### config.mk
export PLATFORM = sky130hd
export DESIGN_NAME = crc_stream_master_flat
export DESIGN_NICKNAME = d
export VERILOG_FILES = /design/src/rtl/crc_master_pkg.sv /design/src/rtl/crc_stream_master_if.sv /design/src/rtl/bus_access_seq.sv /design/src/rtl/crc_stream_master.sv /design/src/flat_wrapper.sv
export SDC_FILE = /design/constraint.sdc
export NUM_CORES = 1
export LEC_CHECK = 0
export ABC_AREA = 1
export CORE_MARGIN = 2
export CORE_UTILIZATION = 40
export CTS_BUF_LIST = sky130_fd_sc_hd__clkbuf_8
export CTS_CLUSTER_SIZE = 14
export DETAILED_ROUTE_END_ITERATION = 6
export PLACE_DENSITY = 0.68
export SYNTH_ARGS = -nofsm -noshare
export SYNTH_HDL_FRONTEND = slang
export SYNTH_SLANG_ARGS = --single-unit
export TNS_END_PERCENT = 5
### constraint.sdc
create_clock -name clk -period 14.3 [get_ports clk]
set_input_delay 2.86 -clock clk [delete_from_list [all_inputs] [get_ports clk]]
set_output_delay 2.86 -clock clk [all_outputs]
set_load 0.02 [all_outputs]
### src/rtl/crc_master_pkg.sv
// rtl/crc_master_pkg.sv - register map, bus encodings and state types for the CRC stream master
package crc_master_pkg;

    localparam logic [5:0] REG_EN   = 6'h00;
    localparam logic [5:0] REG_CFG  = 6'h04;
    localparam logic [5:0] REG_DIN  = 6'h08;
    localparam logic [5:0] REG_RES  = 6'h0C;
    localparam logic [5:0] REG_POLY = 6'h10;

    localparam logic [1:0] SZ_NONE = 2'b11;
    localparam logic [1:0] SZ_BYTE = 2'b00;
    localparam logic [1:0] SZ_HALF = 2'b01;
    localparam logic [1:0] SZ_WORD = 2'b10;

    localparam logic [1:0] RD_NONE = 2'b11;
    localparam logic [1:0] RD_WORD = 2'b10;

    typedef enum logic [3:0] {
        S_IDLE, S_W_POLY, S_W_CFG, S_W_EN1, S_FEED,
        S_DRAIN, S_W_EN0, S_WAIT, S_R_RES, S_RESULT
    } master_state_t;

    typedef enum logic [1:0] {B_IDLE, B_WRITE, B_READ, B_GAP} bus_state_t;

endpackage

### src/rtl/crc_stream_master_if.sv
// rtl/crc_stream_master_if.sv - register port between the stream master and the CRC32 peripheral
interface crc_stream_master_if;
    logic [5:0]  address;
    logic [31:0] wdata;
    logic [1:0]  data_write_n;
    logic [1:0]  data_read_n;
    logic [31:0] rdata;
    logic        data_ready;

    modport master (
        output address, wdata, data_write_n, data_read_n,
        input  rdata, data_ready
    );

    modport slave (
        input  address, wdata, data_write_n, data_read_n,
        output rdata, data_ready
    );
endinterface

### src/rtl/bus_access_seq.sv
// rtl/bus_access_seq.sv - executes one register write or read, then forces one idle gap cycle
module bus_access_seq
    import crc_master_pkg::*;
#(
    parameter int TIMEOUT = 1023
) (
    input  logic        clk,
    input  logic        rst,
    input  logic        req,
    input  logic        req_read,
    input  logic [5:0]  req_addr,
    input  logic [31:0] req_wdata,
    input  logic [1:0]  req_size,
    output logic        idle,
    output logic        done,
    output logic        timeout,
    crc_stream_master_if.master bus
);
    localparam int WW = $clog2(TIMEOUT + 2);

    bus_state_t  state, state_n;
    logic [WW-1:0] wait_cnt, wait_cnt_n;
    logic [5:0]  addr_n;
    logic [31:0] wdata_n;
    logic [1:0]  wr_n, rd_n;

    assign idle    = (state == B_IDLE);
    assign done    = (state == B_WRITE) || (state == B_READ && bus.data_ready);
    assign timeout = (state == B_READ) && !bus.data_ready && (wait_cnt > WW'(TIMEOUT));

    always_comb begin
        state_n    = state;
        wait_cnt_n = wait_cnt;
        addr_n     = bus.address;
        wdata_n    = bus.wdata;
        wr_n       = bus.data_write_n;
        rd_n       = bus.data_read_n;
        case (state)
            B_IDLE: if (req) begin
                addr_n     = req_addr;
                wait_cnt_n = '0;
                if (req_read) begin
                    rd_n    = RD_WORD;
                    state_n = B_READ;
                end else begin
                    wdata_n = req_wdata;
                    wr_n    = req_size;
                    state_n = B_WRITE;
                end
            end
            B_WRITE: begin
                addr_n  = '0;
                wdata_n = '0;
                wr_n    = SZ_NONE;
                state_n = B_GAP;
            end
            B_READ: begin
                if (bus.data_ready || timeout) begin
                    addr_n  = '0;
                    rd_n    = RD_NONE;
                    state_n = B_GAP;
                end else if (wait_cnt != '1) begin
                    wait_cnt_n = wait_cnt + WW'(1);
                end
            end
            B_GAP:   state_n = B_IDLE;
            default: state_n = B_IDLE;
        endcase
    end

    // Bus outputs are registered so an asynchronous reset idles the port immediately.
    always_ff @(posedge clk or posedge rst) begin
        if (rst) begin
            state            <= B_IDLE;
            wait_cnt         <= '0;
            bus.address      <= '0;
            bus.wdata        <= '0;
            bus.data_write_n <= SZ_NONE;
            bus.data_read_n  <= RD_NONE;
        end else begin
            state            <= state_n;
            wait_cnt         <= wait_cnt_n;
            bus.address      <= addr_n;
            bus.wdata        <= wdata_n;
            bus.data_write_n <= wr_n;
            bus.data_read_n  <= rd_n;
        end
    end
endmodule

### src/rtl/crc_stream_master.sv
// rtl/crc_stream_master.sv - streams bytes into the CRC32 peripheral and returns the frame result
module crc_stream_master
    import crc_master_pkg::*;
#(
    parameter int BURST   = 4,
    parameter int SETTLE  = 4,
    parameter int TIMEOUT = 1023
) (
    input  logic        clk,
    input  logic        rst,
    input  logic        start,
    input  logic [7:0]  cfg,
    input  logic [31:0] poly,
    input  logic        abort,
    input  logic        s_valid,
    input  logic [7:0]  s_data,
    input  logic        s_last,
    output logic        s_ready,
    output logic        res_valid,
    output logic [31:0] res_crc,
    input  logic        res_ready,
    output logic        busy,
    output logic        err,
    crc_stream_master_if.master bus
);
    localparam int CW = $clog2(BURST + 1);
    localparam int SW = $clog2(SETTLE + 1);

    master_state_t state, state_n;
    logic [CW-1:0] cnt;
    logic [SW-1:0] settle_cnt;
    logic          last_seen, abort_pend, aborting;
    logic [7:0]    cfg_q;
    logic [31:0]   poly_q;

    logic        req, req_read, seq_idle, seq_done, seq_timeout;
    logic [5:0]  req_addr;
    logic [31:0] req_wdata;
    logic [1:0]  req_size;

    bus_access_seq #(.TIMEOUT(TIMEOUT)) u_seq (
        .clk(clk), .rst(rst), .req(req), .req_read(req_read), .req_addr(req_addr),
        .req_wdata(req_wdata), .req_size(req_size), .idle(seq_idle), .done(seq_done),
        .timeout(seq_timeout), .bus(bus)
    );

    assign aborting  = abort || abort_pend;
    assign res_valid = (state == S_RESULT);
    assign busy      = (state != S_IDLE);
    assign err       = seq_timeout;

    // Each state issues its access only while the sequencer is idle, and advances on done.
    always_comb begin
        state_n   = state;
        req       = 1'b0;
        req_read  = 1'b0;
        req_addr  = REG_EN;
        req_wdata = '0;
        req_size  = SZ_BYTE;
        s_ready   = 1'b0;
        case (state)
            S_IDLE: if (start && !abort) state_n = S_W_POLY;
            S_W_POLY, S_W_CFG, S_W_EN1: begin
                if (seq_idle) begin
                    if (aborting) state_n = S_W_EN0;
                    else begin
                        req = 1'b1;
                        if (state == S_W_POLY) begin
                            req_addr = REG_POLY; req_wdata = poly_q; req_size = SZ_WORD;
                        end else if (state == S_W_CFG) begin
                            req_addr = REG_CFG; req_wdata = {24'h0, cfg_q};
                        end else begin
                            req_addr = REG_EN; req_wdata = 32'h1;
                        end
                    end
                end else if (seq_done) begin
                    state_n = (state == S_W_POLY) ? S_W_CFG :
                              (state == S_W_CFG)  ? S_W_EN1 : S_FEED;
                end
            end
            S_FEED: if (seq_idle) begin
                if (aborting) state_n = S_W_EN0;
                else if (cnt == CW'(BURST) || last_seen) state_n = S_DRAIN;
                else begin
                    s_ready = 1'b1;
                    if (s_valid) begin
                        req = 1'b1; req_addr = REG_DIN; req_wdata = {24'h0, s_data};
                    end
                end
            end
            S_DRAIN, S_R_RES: begin
                if (seq_idle) begin
                    if (aborting) state_n = S_W_EN0;
                    else begin
                        req = 1'b1; req_read = 1'b1; req_addr = REG_RES; req_size = SZ_NONE;
                    end
                end else if (seq_timeout) begin
                    state_n = S_IDLE;
                end else if (seq_done) begin
                    if (aborting || (state == S_DRAIN && last_seen)) state_n = S_W_EN0;
                    else state_n = (state == S_DRAIN) ? S_FEED : S_RESULT;
                end
            end
            S_W_EN0: begin
                if (seq_idle) begin
                    req = 1'b1; req_addr = REG_EN; req_wdata = 32'h0;
                end else if (seq_done) begin
                    state_n = aborting ? S_IDLE : S_WAIT;
                end
            end
            S_WAIT: begin
                if (aborting) state_n = S_W_EN0;
                else if (settle_cnt == SW'(SETTLE - 1)) state_n = S_R_RES;
            end
            S_RESULT: if (abort || res_ready) state_n = S_IDLE;
            default:  state_n = S_IDLE;
        endcase
    end

    always_ff @(posedge clk or posedge rst) begin
        if (rst) begin
            state      <= S_IDLE;
            cnt        <= '0;
            settle_cnt <= '0;
            last_seen  <= 1'b0;
            abort_pend <= 1'b0;
            cfg_q      <= '0;
            poly_q     <= '0;
            res_crc    <= '0;
        end else begin
            state <= state_n;
            if (state == S_IDLE && state_n == S_W_POLY) begin
                cfg_q     <= cfg;
                poly_q    <= poly;
                cnt       <= '0;
                last_seen <= 1'b0;
            end
            if (s_ready && s_valid) begin
                cnt       <= cnt + CW'(1);
                last_seen <= last_seen | s_last;
            end
            if (state == S_DRAIN && seq_done) cnt <= '0;
            if (state_n == S_IDLE) abort_pend <= 1'b0;
            else if (abort && state != S_IDLE) abort_pend <= 1'b1;
            if (state != S_WAIT) settle_cnt <= '0;
            else if (settle_cnt != '1) settle_cnt <= settle_cnt + SW'(1);
            if (state == S_R_RES && seq_done) res_crc <= bus.rdata;
        end
    end
endmodule

### src/flat_wrapper.sv
// flat-port wrapper written by rule: the top's interface ports become plain ports
module crc_stream_master_flat import crc_master_pkg::*;
#(
    parameter int BURST   = 4,
    parameter int SETTLE  = 4,
    parameter int TIMEOUT = 1023
)
  (clk, rst, start, cfg, poly, abort, s_valid, s_data, s_last, s_ready, res_valid, res_crc, res_ready, busy, err, bus_address, bus_wdata, bus_data_write_n, bus_data_read_n, bus_rdata, bus_data_ready);
  crc_stream_master_if bus_i ();
  input  logic clk;
  input  logic rst;
  input  logic start;
  input  logic [7:0] cfg;
  input  logic [31:0] poly;
  input  logic abort;
  input  logic s_valid;
  input  logic [7:0] s_data;
  input  logic s_last;
  output logic s_ready;
  output logic res_valid;
  output logic [31:0] res_crc;
  input  logic res_ready;
  output logic busy;
  output logic err;
  output wire logic [$bits(bus_i.address)-1:0] bus_address;
  output wire logic [$bits(bus_i.wdata)-1:0] bus_wdata;
  output wire logic [$bits(bus_i.data_write_n)-1:0] bus_data_write_n;
  output wire logic [$bits(bus_i.data_read_n)-1:0] bus_data_read_n;
  input wire logic [$bits(bus_i.rdata)-1:0] bus_rdata;
  input wire logic [$bits(bus_i.data_ready)-1:0] bus_data_ready;
  assign bus_address = bus_i.address;
  assign bus_wdata = bus_i.wdata;
  assign bus_data_write_n = bus_i.data_write_n;
  assign bus_data_read_n = bus_i.data_read_n;
  assign bus_i.rdata = bus_rdata;
  assign bus_i.data_ready = bus_data_ready;
  crc_stream_master #(.BURST(BURST), .SETTLE(SETTLE), .TIMEOUT(TIMEOUT)) u_core (.clk(clk), .rst(rst), .start(start), .cfg(cfg), .poly(poly), .abort(abort), .s_valid(s_valid), .s_data(s_data), .s_last(s_last), .s_ready(s_ready), .res_valid(res_valid), .res_crc(res_crc), .res_ready(res_ready), .busy(busy), .err(err), .bus(bus_i));
endmodule
==> impl_metrics.toml <==
[outcome]
run_status = "completed"

[synthesis]
synth-main-ff-cell = "dfrtp_1"
ys_seq_area_share_pct = 53.19
synthTopCellsByCount = "nand2_1 (298), dfrtp_1 (132), inv_1 (49)"
yosysMostFrequentCell = "nand2_1"
syn_avg_cell_area_um2 = 8.444
syn_area_um2 = 6359
synth_warnings = 0
synth_edf_count = 0
synth-async-reset-ratio_pct = 100.0
synth_area_leaders = "dfrtp_1 (52%), nand2_1 (18%), mux2_2 (5.7%), o21ai_1 (3.3%), inv_1 (2.9%)"
synth_top_area_cell = "dfrtp_1"
synth.top_cell.area_share_pct = 51.95
ys_ff_latch = 135
ys_types = 35
synthCells = 753

[worst_setup_path]
worstSetupPathType = "in -> out"
critPathRequiredTime_ns = 11.44
crit_path_start_kind = "primary input"
cp_max_fo = 12
crit_start = "abort"
arrival_ns = 4.61
timing.rr.start = "u_core.state[3]"
end_kind = "output port"

[detailed_routing]
vias_per_cell = 4.699
drtPass1Iterations = 5
ant_nets = 0
wire_per_inst_um = 13.62
first_iter_violations = 262
drc = 0
via_count = 5347
routed_wl_um = 15500

[clock_tree]
cts_setup_buffers = 0
cts_max_level = 4
cts.clk_slew.worst_paths_ns = 0.07
clk_latency_ns = 0.44
clock_path_buffers = 2
cts_sinks = 135
root_buffer = "clkbuf_8"
cts_resized = 0
cts_hold_buf = 0
cts_buffers = 17
cts_tree = "built"

[timing]
slew_viol_final = 0
finalSetupViolCount = 0
hold-worst-slack_ns = 0.4757
period_share_pct = 52.27
max_freq_mhz = 133.8
finalHoldViolCount = 0
layout_setup_ws_ns = 6.825
worst_pin_slew_ns = 1.062
finalSetupTns_ns = 0
relSlewSlack_pct = 29.15
final.setup_skew_ns = 0.01140
fin_crit_ns = 7.475
rsz0062_at_grt = "false"

[finish]
drive_gt1_share_pct = 10.63
syn2layout_area_growth_pct = 34.61
nFillCells = 1473
fin_nets = 1007
num_antenna_cells = 0

[global_routing]
grt_max_degree = 82
grt_use_total_pct = 18.69
antenna_found_initial = 0
grt_pass1_vias = 5017
grt_pass1_wl_um = 24580
grt.overflow.total = 0

[die]
die_w_um = 130.1
fp.dieH_um = 130.1
std_cell_rows = 46
core_area_um2 = 15710
start_util_pct = 40.47
ios = 166
die-area_um2 = 16920

[power]
p_per_area_nw_per_um2 = 187.3
total_power_w = 0.001603
p_leak_nw = 4.006
ir_worst_vdd_mv = 0.1067

[flow_run]
maxCapViolCount = 0

[place]
portBuffers = 161
place_ws_ns = 6.813
place.gp.congestion = 0.9110
hpwl_um = 10810

[hold_path]
hold_start = "u_core.u_seq.bus.data_write_n[0]"
hold_class = "reg -> reg"
[placed cells by master (no fill, tap or decap), types with 9 or more instances in the layout]
master and count:
nand2_1 298, clkdlybuf4s50_1 161, nor2_1 38, clkbuf_8 19
o21ai_0 34, ha_1 10, dfrtp_1 132, mux2_2 32
nand3_1 22, o21ai_1 42, a21oi_1 9, inv_1 51
[cells by family (layout without fill, tap and decap cells)]
group           after synthesis  after routing  share of synthesized area (%)
simple gates                387            387                          24.32
flops                       135            135                          53.19
compound gates               95             95                          8.028
buf+inv                      88            255                          6.139
mux                          33             33                          5.825
fa+ha+maj                    10             10                          1.968
xor+xnor                      3              3                         0.4133
other cells                   2              4                         0.1181
[sequential cells by signal, indices dropped and copies added, names as in the netlist, 3 cells and up]
| register | flops |
|---|---|
| u_core.poly_q | 32 |
| u_core.state | 4 |
| u_core.settle_cnt | 3 |
| u_core.cnt | 3 |
| u_core.u_seq.bus.address | 3 |
| u_core.u_seq.wait_cnt | 11 |
| u_core.cfg_q | 8 |
| u_core.u_seq.bus.wdata | 32 |
| u_core.res_crc | 32 |
[area by class of cell]
class	instances	area, um^2	share of cell area (%)
Multi-Input combinational cell	532	2594	30.30
Clock inverter	13	180.2	2.105
Inverter	56	215.2	2.514
Tap cell	216	270.3	3.157
Sequential cell	135	3382	39.51
Timing Repair Buffer	167	1657	19.35
Clock buffer	19	261.5	3.055
[stage by stage]
stage	std cells	area (um^2)	util (%)
floorplan	755	6366	-
global placement	1106	8118	51.66
detailed placement	1106	8118	51.66
CTS	1138	8559	54.48
global route	1138	8559	54.48
finish	1138	8559	54.48
[path summary, 6_finish.rpt]
path	slack (ns)	depth (start not counted)	end
setup reg to reg	11.54	8	u_core.u_seq.wait_cnt[9]
hold reg to reg	0.48	2	u_core.u_seq.bus.data_write_n[0]
min in group asynchronous	2.91	2	u_core.res_crc[12]
setup / recovery	6.83	5	s_ready
max in group asynchronous	10.15	3	u_core.abort_pend
hold / removal	0.48	2	u_core.u_seq.bus.data_write_n[0]
[power breakdown]
part	switching (W)	total [W]	internal, W
Clock	0.000148	0.000347	0.000198
Combinational	0.000416	0.000680	0.000264
Sequential	0.0000667	0.000576	0.000510
Total	0.000631	0.00160	0.000972
[layer usage]
layer,GRT usage [%],wire length [um]
met2,29.90,7302
met1,24.97,7024
met3,4.469,941
met4,6.641,232
met5,0,0
[critical path, cell delays in order]
cell and delay (ns):
clkdlybuf4s50_1 0.43, inv_1 0.08, nand2_1 0.26, nor4_1 0.34, clkdlybuf4s50_1 0.64
Note: power is estimated with default switching activity, not from simulation.
==> edit, RTL diff (same flow settings) <==
Reset style: synchronous (`rst`), changed in 2 clocked blocks. Comments in the files are not updated.
--- a/src/rtl/bus_access_seq.sv
+++ b/src/rtl/bus_access_seq.sv
@@ -70,5 +70,5 @@
 
     // Bus outputs are registered so an asynchronous reset idles the port immediately.
-    always_ff @(posedge clk or posedge rst) begin
+    always_ff @(posedge clk) begin
         if (rst) begin
             state            <= B_IDLE;
--- a/src/rtl/crc_stream_master.sv
+++ b/src/rtl/crc_stream_master.sv
@@ -118,5 +118,5 @@
     end
 
-    always_ff @(posedge clk or posedge rst) begin
+    always_ff @(posedge clk) begin
         if (rst) begin
             state      <= S_IDLE;
Behaviour: differs if rst is asserted again (counterexample within 4 cycles, from zero or initial values and one cycle with rst high); with rst held inactive, the same outputs for 10 cycles.
==> edit against the original RTL <==
  * Power shrank 18%
  * Setup slack lost 0.68 ns
  * Synthesized area fell by 3.1%
  * Combinational power is 24% lower
  * Worst hold slack worse by 0.022 ns
  * Register-to-register slack worse by 0.33 ns
  * Wire length is 10% higher
  * Die area down 3.0%
  * First-iteration DRC count rose by 27%
  * Sequential cell count unchanged
  * Design area fell by 4.5%
  * Maximum frequency shrank 8.3%
  * Via count rose by 9.7%
  * Critical path type unchanged
  * Highest routed layer unchanged
==> edit: results (changes against the original RTL) <==
<table>
<tr><th>Metric</th><th>Value</th></tr>
<tr><th colspan="2">Timing</th></tr>
<tr><td>Smallest hold slack</td><td>0.454 ns (-0.0220 ns)</td></tr>
<tr><th colspan="2">Detailed routing</th></tr>
<tr><td>Number of violations reported at the end of detailed-routing iteration 0</td><td>334 (+27%)</td></tr>
<tr><td>Drt total wl</td><td>17.1 mm (+10%)</td></tr>
<tr><td>Total number of vias</td><td>5,867 (+9.7%)</td></tr>
<tr><th colspan="2">Pwr</th></tr>
<tr><td>Comb power</td><td>520 µW (-24%)</td></tr>
<tr><td>Maximum VDD drop</td><td>0.0000728 V (-32%)</td></tr>
<tr><td>Switching pwr</td><td>544 µW (-14%)</td></tr>
<tr><th colspan="2">Critical path</th></tr>
<tr><td>Max stage delay cell, worst path</td><td>sky130_fd_sc_hd__nor2_1</td></tr>
<tr><td>Critical Path Fanout Max</td><td>14 (+2)</td></tr>
<tr><td>Worst reg2reg startpoint</td><td>u_core.state[3]$_SDFF_PP0_</td></tr>
<tr><td>Endpoint of the worst-slack reg-to-reg timing path</td><td>u_core.res_crc[23]$_SDFFE_PP0P_</td></tr>
<tr><td>Max incr delay on CP</td><td>0.71 ns (+0.07 ns)</td></tr>
<tr><td>Dominant delay contributor by cell family on the critical path</td><td>simple AND/OR/NAND/NOR gates</td></tr>
<tr><th colspan="2">Run status</th></tr>
<tr><td>Run status</td><td>finished clean</td></tr>
<tr><th colspan="2">Min path</th></tr>
<tr><td>Hold path startpoint</td><td>u_core.u_seq.bus.data_write_n[0]$_SDFFE_PP1P_</td></tr>
<tr><th colspan="2">Synthesis</th></tr>
<tr><td>Commonest cells in the netlist</td><td>143 x sky130_fd_sc_hd__nand2_1, 135 x sky130_fd_sc_hd__dfxtp_1, 111 x sky130_fd_sc_hd__nor2_1</td></tr>
<tr><td>Sequential cell area fraction in the yosys report</td><td>43.9% (-9.3 points)</td></tr>
<tr><th colspan="2">Placement</th></tr>
<tr><td>Placement Cell Area</td><td>0.00777 mm² (-4.3%)</td></tr>
<tr><td>Placer congestion estimate</td><td>0.920 (+0.93%)</td></tr>
<tr><td>Dpl hpwl</td><td>11.6 mm (+7.3%)</td></tr>
<tr><th colspan="2">Finish</th></tr>
<tr><td>Post-route design area</td><td>0.00817 mm² (-4.5%)</td></tr>
<tr><td>Multi-input gates</td><td>586 (+10%)</td></tr>
<tr><td>Filler Cell Count</td><td>1,515 (+2.9%)</td></tr>
<tr><th colspan="2">Global routing</th></tr>
<tr><td>Number of global-route vias before repair</td><td>5,556 (+11%)</td></tr>
<tr><td>First-pass GRT wire length</td><td>27.9 mm (+14%)</td></tr>
</table>
==> edit: per-layer routing <==
layer / vias to the layer above / part of all wire [%] / wire length, µm / track usage [%]
met5: - / 0 / 0 / 0
met4: 0 / 1.7 / 282 / 7.05
met3: 21 / 5.9 / 1020 / 6.43
met2: 161 / 48 / 8160 / 35.0
met1: 2645 / 45 / 7620 / 27.0
li1: 3040 / - / - / -
==> edit: cell families after synthesis <==
logic type / share of synthesized area [%]
mux: 0.162
xor+xnor: 1.42
fa+ha+maj: 2.03
buf+inv: 9.06
compound gates: 18.0
flops: 43.9
simple gates: 25.3
other cells: 0.122
==> edit: how the worst max path moves through the flow <==
| stage | from | slack, ns | cells after the start | end |
|---|---|---|---|---|
| after global placement | abort | 6.20 | 5 | s_ready |
| final | abort | 6.15 | 5 | s_ready |
| after detailed placement | abort | 6.18 | 5 | s_ready |
| after CTS | abort | 6.15 | 5 | s_ready |
| after global routing | abort | 5.86 | 5 | s_ready |
| after floorplan | abort | 7.65 | 3 | s_ready |
